--- config.mk ---
export PLATFORM = sky130hd
export DESIGN_NAME = slingshot_ctrl
export DESIGN_NICKNAME = d
export VERILOG_FILES = /design/src/rtl/slingshot_ctrl.sv
export SDC_FILE = /design/constraint.sdc
export NUM_CORES = 1
export LEC_CHECK = 0
export CAP_MARGIN = 20
export CORE_UTILIZATION = 40
export CTS_CLUSTER_SIZE = 24
export DETAILED_ROUTE_END_ITERATION = 12
export PLACE_DENSITY = 0.73
export SYNTH_ARGS = -nofsm -noshare
export SYNTH_HDL_FRONTEND = slang
export SYNTH_SLANG_ARGS = --single-unit
--- constraint.sdc ---
create_clock -name clk -period 1.58 [get_ports clk]
set_clock_uncertainty 0.15 [all_clocks]
set_input_delay 0.237 -clock clk [delete_from_list [all_inputs] [get_ports clk]]
set_output_delay 0.237 -clock clk [all_outputs]
set_load 0.02 [all_outputs]
--- src/rtl/slingshot_ctrl.sv ---
// slingshot_ctrl: per-triangle hit detect, kick/score pulse, flash and cooldown sequencer.
// Optional saturating hit counter when SLINGSHOT_HIT_COUNT_EN is defined.
module slingshot_ctrl #(
  parameter int ORIENTATION = 0,
  parameter int FLASH_FRAMES = 8,
  parameter int COOLDOWN_FRAMES = 16,
  parameter logic [7:0] SCORE_VALUE = 8'd10
) (
  input  logic       clk,
  input  logic       reset,
  input  logic       startOfFrame,
  input  logic       enable,
  input  logic       triangleDraw,
  input  logic       ballDraw,
  output logic       kick,
  output logic       kickDir,
  output logic       scorePulse,
  output logic [7:0] scoreValue,
  output logic       flash,
  output logic       busy,
  output logic [7:0] hitCount
);
  localparam logic [1:0] IDLE = 2'd0, KICK = 2'd1, FLASH = 2'd2, COOLDOWN = 2'd3;
  localparam logic [7:0] FF = 8'(FLASH_FRAMES), CF = 8'(COOLDOWN_FRAMES);
  logic [1:0] state, state_n;
  logic [7:0] frame_cnt, cnt_n;
  logic hit_seen, hit_now;
  assign hit_now = enable && triangleDraw && ballDraw && state == IDLE;
  assign kickDir = ORIENTATION[0];
  always_comb begin
    state_n = state;
    cnt_n = frame_cnt;
    if (!enable) begin
      state_n = IDLE;
      cnt_n = 8'd0;
    end else case (state)
      IDLE: state_n = (startOfFrame && hit_seen) ? KICK : IDLE;
      KICK: begin
        state_n = FF != 8'd0 ? FLASH : CF != 8'd0 ? COOLDOWN : IDLE;
        cnt_n = FF != 8'd0 ? FF : CF;
      end
      FLASH: if (startOfFrame) begin
        state_n = frame_cnt > 8'd1 ? FLASH : CF != 8'd0 ? COOLDOWN : IDLE;
        cnt_n = frame_cnt > 8'd1 ? frame_cnt - 8'd1 : CF;
      end
      default: if (startOfFrame) begin
        state_n = frame_cnt > 8'd1 ? COOLDOWN : IDLE;
        cnt_n = frame_cnt > 8'd1 ? frame_cnt - 8'd1 : 8'd0;
      end
    endcase
  end
  // outputs are registered from the next state so they line up with it
  always_ff @(posedge clk) begin
    if (reset) begin
      state <= IDLE;
      frame_cnt <= 8'd0;
      hit_seen <= 1'b0;
      kick <= 1'b0;
      scorePulse <= 1'b0;
      scoreValue <= 8'd0;
      flash <= 1'b0;
      busy <= 1'b0;
    end else begin
      state <= state_n;
      frame_cnt <= cnt_n;
      hit_seen <= enable && (hit_now || (hit_seen && !startOfFrame));
      kick <= state_n == KICK;
      scorePulse <= state_n == KICK;
      scoreValue <= state_n == KICK ? SCORE_VALUE : 8'd0;
      flash <= state_n == FLASH;
      busy <= state_n != IDLE;
    end
  end
`ifdef SLINGSHOT_HIT_COUNT_EN
  always_ff @(posedge clk) begin
    if (reset) hitCount <= 8'd0;
    else if (state == KICK && hitCount != 8'hff) hitCount <= hitCount + 8'd1;
  end
`else
  assign hitCount = 8'd0;
`endif
endmodule

Yosys cells after proc, flatten, opt, wreduce, memory -nomap -nowiden

Cells that the tools add are included.

Register bits: 22
Input port bits: 6

$add $sub $neg: 1
Order comparisons: 1
Equality and inequality tests: 5
Multiplexer cells: 13
Bitwise operators: 2
Reduce and logical (&&, ||, !) cells: 13

Operators with widths:

| operator                                                                         | number |
|---|---|
| 8-bit 2-to-1 mux                                                                 | 4 |
| 8-bit case mux with 3 select lines                                               | 1 |
| 8-bit by 1-bit greater-than comparator with 1-bit output (second input constant) | 1 |
| 2-bit 2-to-1 mux                                                                 | 4 |
| 8-bit by 1-bit subtractor with 8-bit output (second input constant)              | 1 |
| 1-bit logical AND                                                                | 6 |
| 2-bit case mux with 3 select lines                                               | 1 |
| 2-bit by 1-bit == test with 1-bit output (second input constant)                 | 2 |
| 2-bit == test (second input constant)                                            | 2 |
| 4-bit 2-to-1 mux                                                                 | 1 |
| 2-bit nonzero test                                                               | 2 |
| 3-bit AND reduction                                                              | 1 |
| 2-bit logical NOT                                                                | 1 |
| 1-bit 2-to-1 mux                                                                 | 2 |
| 2-bit != test (second input constant)                                            | 1 |
| 1-bit NOT                                                                        | 2 |
| 2-bit OR reduction                                                               | 1 |
| 1-bit logical NOT                                                                | 1 |
| 1-bit logical OR                                                                 | 1 |

Longest topological paths before layout

Depth after elaboration: 7
Gate-level depth with buffers: 6
Depth with buffers taken out: 6

Worst setup path after synthesis

OpenSTA, ideal clock, no wires.

Path type: register -> register
Start: reg frame_cnt[0]
End: reg frame_cnt[0]
Arrival: 1.535 ns
Data required time: 1.363 ns
Path slack: -0.171 ns
Cell stages (with the launch flop): 7
Clock period less this slack: 1.751 ns
Path through: dfxtp_1 -> inv_1 -> ha_1 -> or2_2 -> a31oi_1 -> o21ai_0 -> nor2_1

Longest elaborated chain between the ends: 4
Elaborated cells on any way between the ends: 7
Classes of those cells: add/sub (1); order compare (1); mux (5)

RTL lines:

| element                                                                                                                        | line   | RTL |
|---|---|---|
| start: declaration                                                                                                             | 26     | `logic [7:0] frame_cnt, cnt_n;` |
| start signal: assignment                                                                                                       | 65     | `frame_cnt <= cnt_n;` |
| 8-bit by 1-bit subtractor with 8-bit output / 8-bit by 1-bit greater-than comparator with 1-bit output (equally long branches) | 44, 48 |  |
| 8-bit 2-to-1 mux (on tied branches)                                                                                            | 48, 44 |  |
| 8-bit 2-to-1 mux (on tied branches)                                                                                            | 46, 42 |  |
| 8-bit case mux with 3 select lines (*)                                                                                         | 36     | `end else case (state)` |

Mark *: on every way between the ends. The rest lies on a longest branch, timed or not. The select of a mux whose other input is x is not followed.
A chain may end at the register's enable or synchronous reset.

Worst setup path in the final report

Start: reg frame_cnt[2]
End: reg frame_cnt[6]

The elaborated chain is that of the path after synthesis.

==> results.md <==
* Critical path's slowest cell: or3_2
* Port Buf Inserts at 11
* Final core utilization at 0.611
* Detailed placement HPWL at 1650 µm
* Final net count at 160
* Later-pin clock latency in the skew report at 0.28 ns
* Core Footprint at 2230 µm²
* First-pass GRT wire length at 3640 µm
* Number of synthesized flops with an enable pin at 0
* Largest stage delay, worst path at 0.58 ns
* Worst reg2reg path depth at 4
* Critical path endpoint category: flop
* Synth async-reset ratio at 0
* GP Congestion at 0.827
* Hold Buf Count CTS at 0
* CP Cell Sequence: or3_2 -> nor4b_4 -> xnor2_1 -> nor2_1
* Root Buffer: clkbuf_4
* List of most frequent post-synthesis cells: buf_4, dfxtp_1, nor2_1, ha_1
* CTS tree: built
* Area delta synth->final at 43.2%
* Mapped Area at 952 µm²
* Cts bufs inserted at 3
* Initial antenna violation count at 0
* Post-route ant nets at 0
* Max clock buf depth at 2
* CP arrival at 1.68 ns
* Initial Utilization at 0.426
* Total Routing Usage GR at 0.192
* Share of layout cells above drive strength 1 at 0.425
* Pwr Total at 636 µW
* Die Height at 50.8 µm
* Internal cell power at 468 µW
* Final slew viol count at 0
* Sw power at 168 µW
* H-tree Lvls at 1
* Top FF cell, synth: dfxtp_1
* Sequential power share at 0.556
* Avg Inst Size Synth at 8.50 µm²
* # clock sinks at 14
* Dpl ws at -0.300 ns
* Remaining routing DRC violations at 0
* Detailed Route Iter0 Violations at 15
* Syn Inst Count at 112
* Crit Path Category: reg2reg
* Fmax at 605 MHz
* Fill cell count at 209
* DIE AREA at 2580 µm²
* Violated checks: setup timing
* Yosys warnings at 0
* Setup crit start kind: flop
* Final period util at 1.05
* Final hold slack at 0.344 ns
* Area contributors post-synth: dfxtp_1, buf_4, ha_1
* Sequential share of the synthesized area at 0.294
* Clock Power Share at 0.319
* PD cells at 466 nW/µm²
* Pre-antenna DRT Iters at 4
* Final min period at 1.65 ns
* Leakage Power at 0.000619 µW
* Hold Path Class: reg2reg
* Routed len/inst at 12.9 µm
* Top cell type's share of synthesized area at 0.294
* Maxcap violations at 0
* # rows at 17
* WHS Path Cells at 2
* Synth unique cells at 37
* Status: finished, violations left
* Final global-route overflow total at 0
* Most frequent cell after synthesis: buf_4
* Via-per-instance ratio at 4.87
* Cell taking the most area after synthesis: dfxtp_1
* Total number of vias at 848
* Vias in the first global route at 857
* Switching part of the total at 0.264
* Maximum vdd drop at 0.392 mV
* Clock-pin slew on the worst setup and hold paths at 0.08 ns
* Final setup fails at 8
* #FFs+latches synth at 14
* Final worst setup slack at -0.0741 ns
* Comb power frac at 0.125
* Critical Path RT at 1.60 ns
* Die Width at 50.8 µm
* Drt total wl at 2240 µm
* Unrepaired setup endpoints after global routing: yes
* Critical Path Fanout Max at 5
* Final hold vios at 0
* Pin count of the biggest net entering global routing at 9
* IO Count at 27
* # diodes at 0
## cell usage in the layout, fill, tap and decap left out, types with 2 or more instances in the layout
master,Yosys,routed
clkbuf_4,0,3
or3_2,2,2
nand2_1,4,3
dfxtp_1,14,7
or4_4,1,2
xnor2_1,5,5
dlygate4sd2_1,0,5
inv_2,0,2
nand2b_1,2,2
inv_1,4,2
clkdlybuf4s50_1,0,5
ha_4,0,2
nor3_1,5,3
ha_1,6,4
conb_1,1,15
a21oi_1,4,4
nor2_1,13,12
nor2b_1,3,2
dfxtp_2,0,6
buf_4,18,26
or3_1,2,2
nor4b_4,0,2
nor3_2,0,2
and2b_2,2,2
## final cells by class
| cell class | count | area [µm²] | area share |
|---|---|---|---|
| inverter | 4 | 15.0 | 0.0110 |
| tap | 28 | 35.0 | 0.0257 |
| sequential | 14 | 292 | 0.214 |
| timing repair buffer | 37 | 302 | 0.221 |
| multi-input combinational | 88 | 698 | 0.512 |
| clock buffer | 3 | 22.5 | 0.0165 |
## metrics by stage
stage / setup TNS [ns] / area [µm²] / std cells
3_5_place_dp: -2.52 / 1260 / 169
2_1_floorplan: -0.0257 / 1080 / 126
4_1_cts: -0.324 / 1330 / 173
5_1_grt: -1.26 / 1360 / 174
6_report: -0.325 / 1360 / 174
3_3_place_gp: -2.03 / 1260 / 169
## repair_timing
action	4_1_cts	5_1_grt
gates resized for setup	16	7
pin swaps	4	5
setup endpoints to repair	17	14
setup buffers	1	1
## logic make-up after synthesis
group,after synthesis,synth area share
AO/OA/AOI/OAI,16,0.114
multiplexers,2,0.0210
XOR/XNOR,5,0.0460
flip-flops,14,0.294
buffers and inverters,24,0.166
AND/OR/NAND/NOR,44,0.276
other,1,0.00394
adder cells (fa/ha/maj),6,0.0788
## metal layers
metal  vias up  GRT usage  routed length [µm]
li1        428          -                   -
met1       396      0.202                 938
met2        20      0.364                1180
met3         4     0.0576                  91
met4         0     0.0463                  32
met5         -          0                   0
## worst paths after layout
path | endpoint | slack, ns | startpoint
setup / recovery | frame_cnt[6]$_SDFFE_PP0P_ | -0.07 | frame_cnt[2]$_SDFFE_PP0P_
hold / removal | hit_seen$_SDFF_PP0_ | 0.34 | hit_seen$_SDFF_PP0_
setup reg to reg | frame_cnt[6]$_SDFFE_PP0P_ | -0.07 | frame_cnt[2]$_SDFFE_PP0P_
hold reg to reg | hit_seen$_SDFF_PP0_ | 0.34 | hit_seen$_SDFF_PP0_
## power groups by stage
stage | clock, µW | combinational, µW | sequential (µW)
after floorplan | 0 | 78.6 | 364
after global placement | 0 | 75.1 | 363
after detailed placement | 0 | 75.4 | 363
after CTS | 210 | 78.0 | 353
after global routing | 223 | 85.2 | 354
final | 203 | 79.7 | 353
## registers in the layout, indices dropped and copies added, names as in the netlist
register    count
busy            1
scoreValue      1
hit_seen        1
frame_cnt       8
flash           1
state           2
## worst max-delay path: cells and delay by family, from the launching register on
family        cells  cell delay (ns)
simple gates      3             0.90
xor+xnor          1             0.15
flops             1             0.35
No activity file was read; power rests on OpenSTA's default activity.
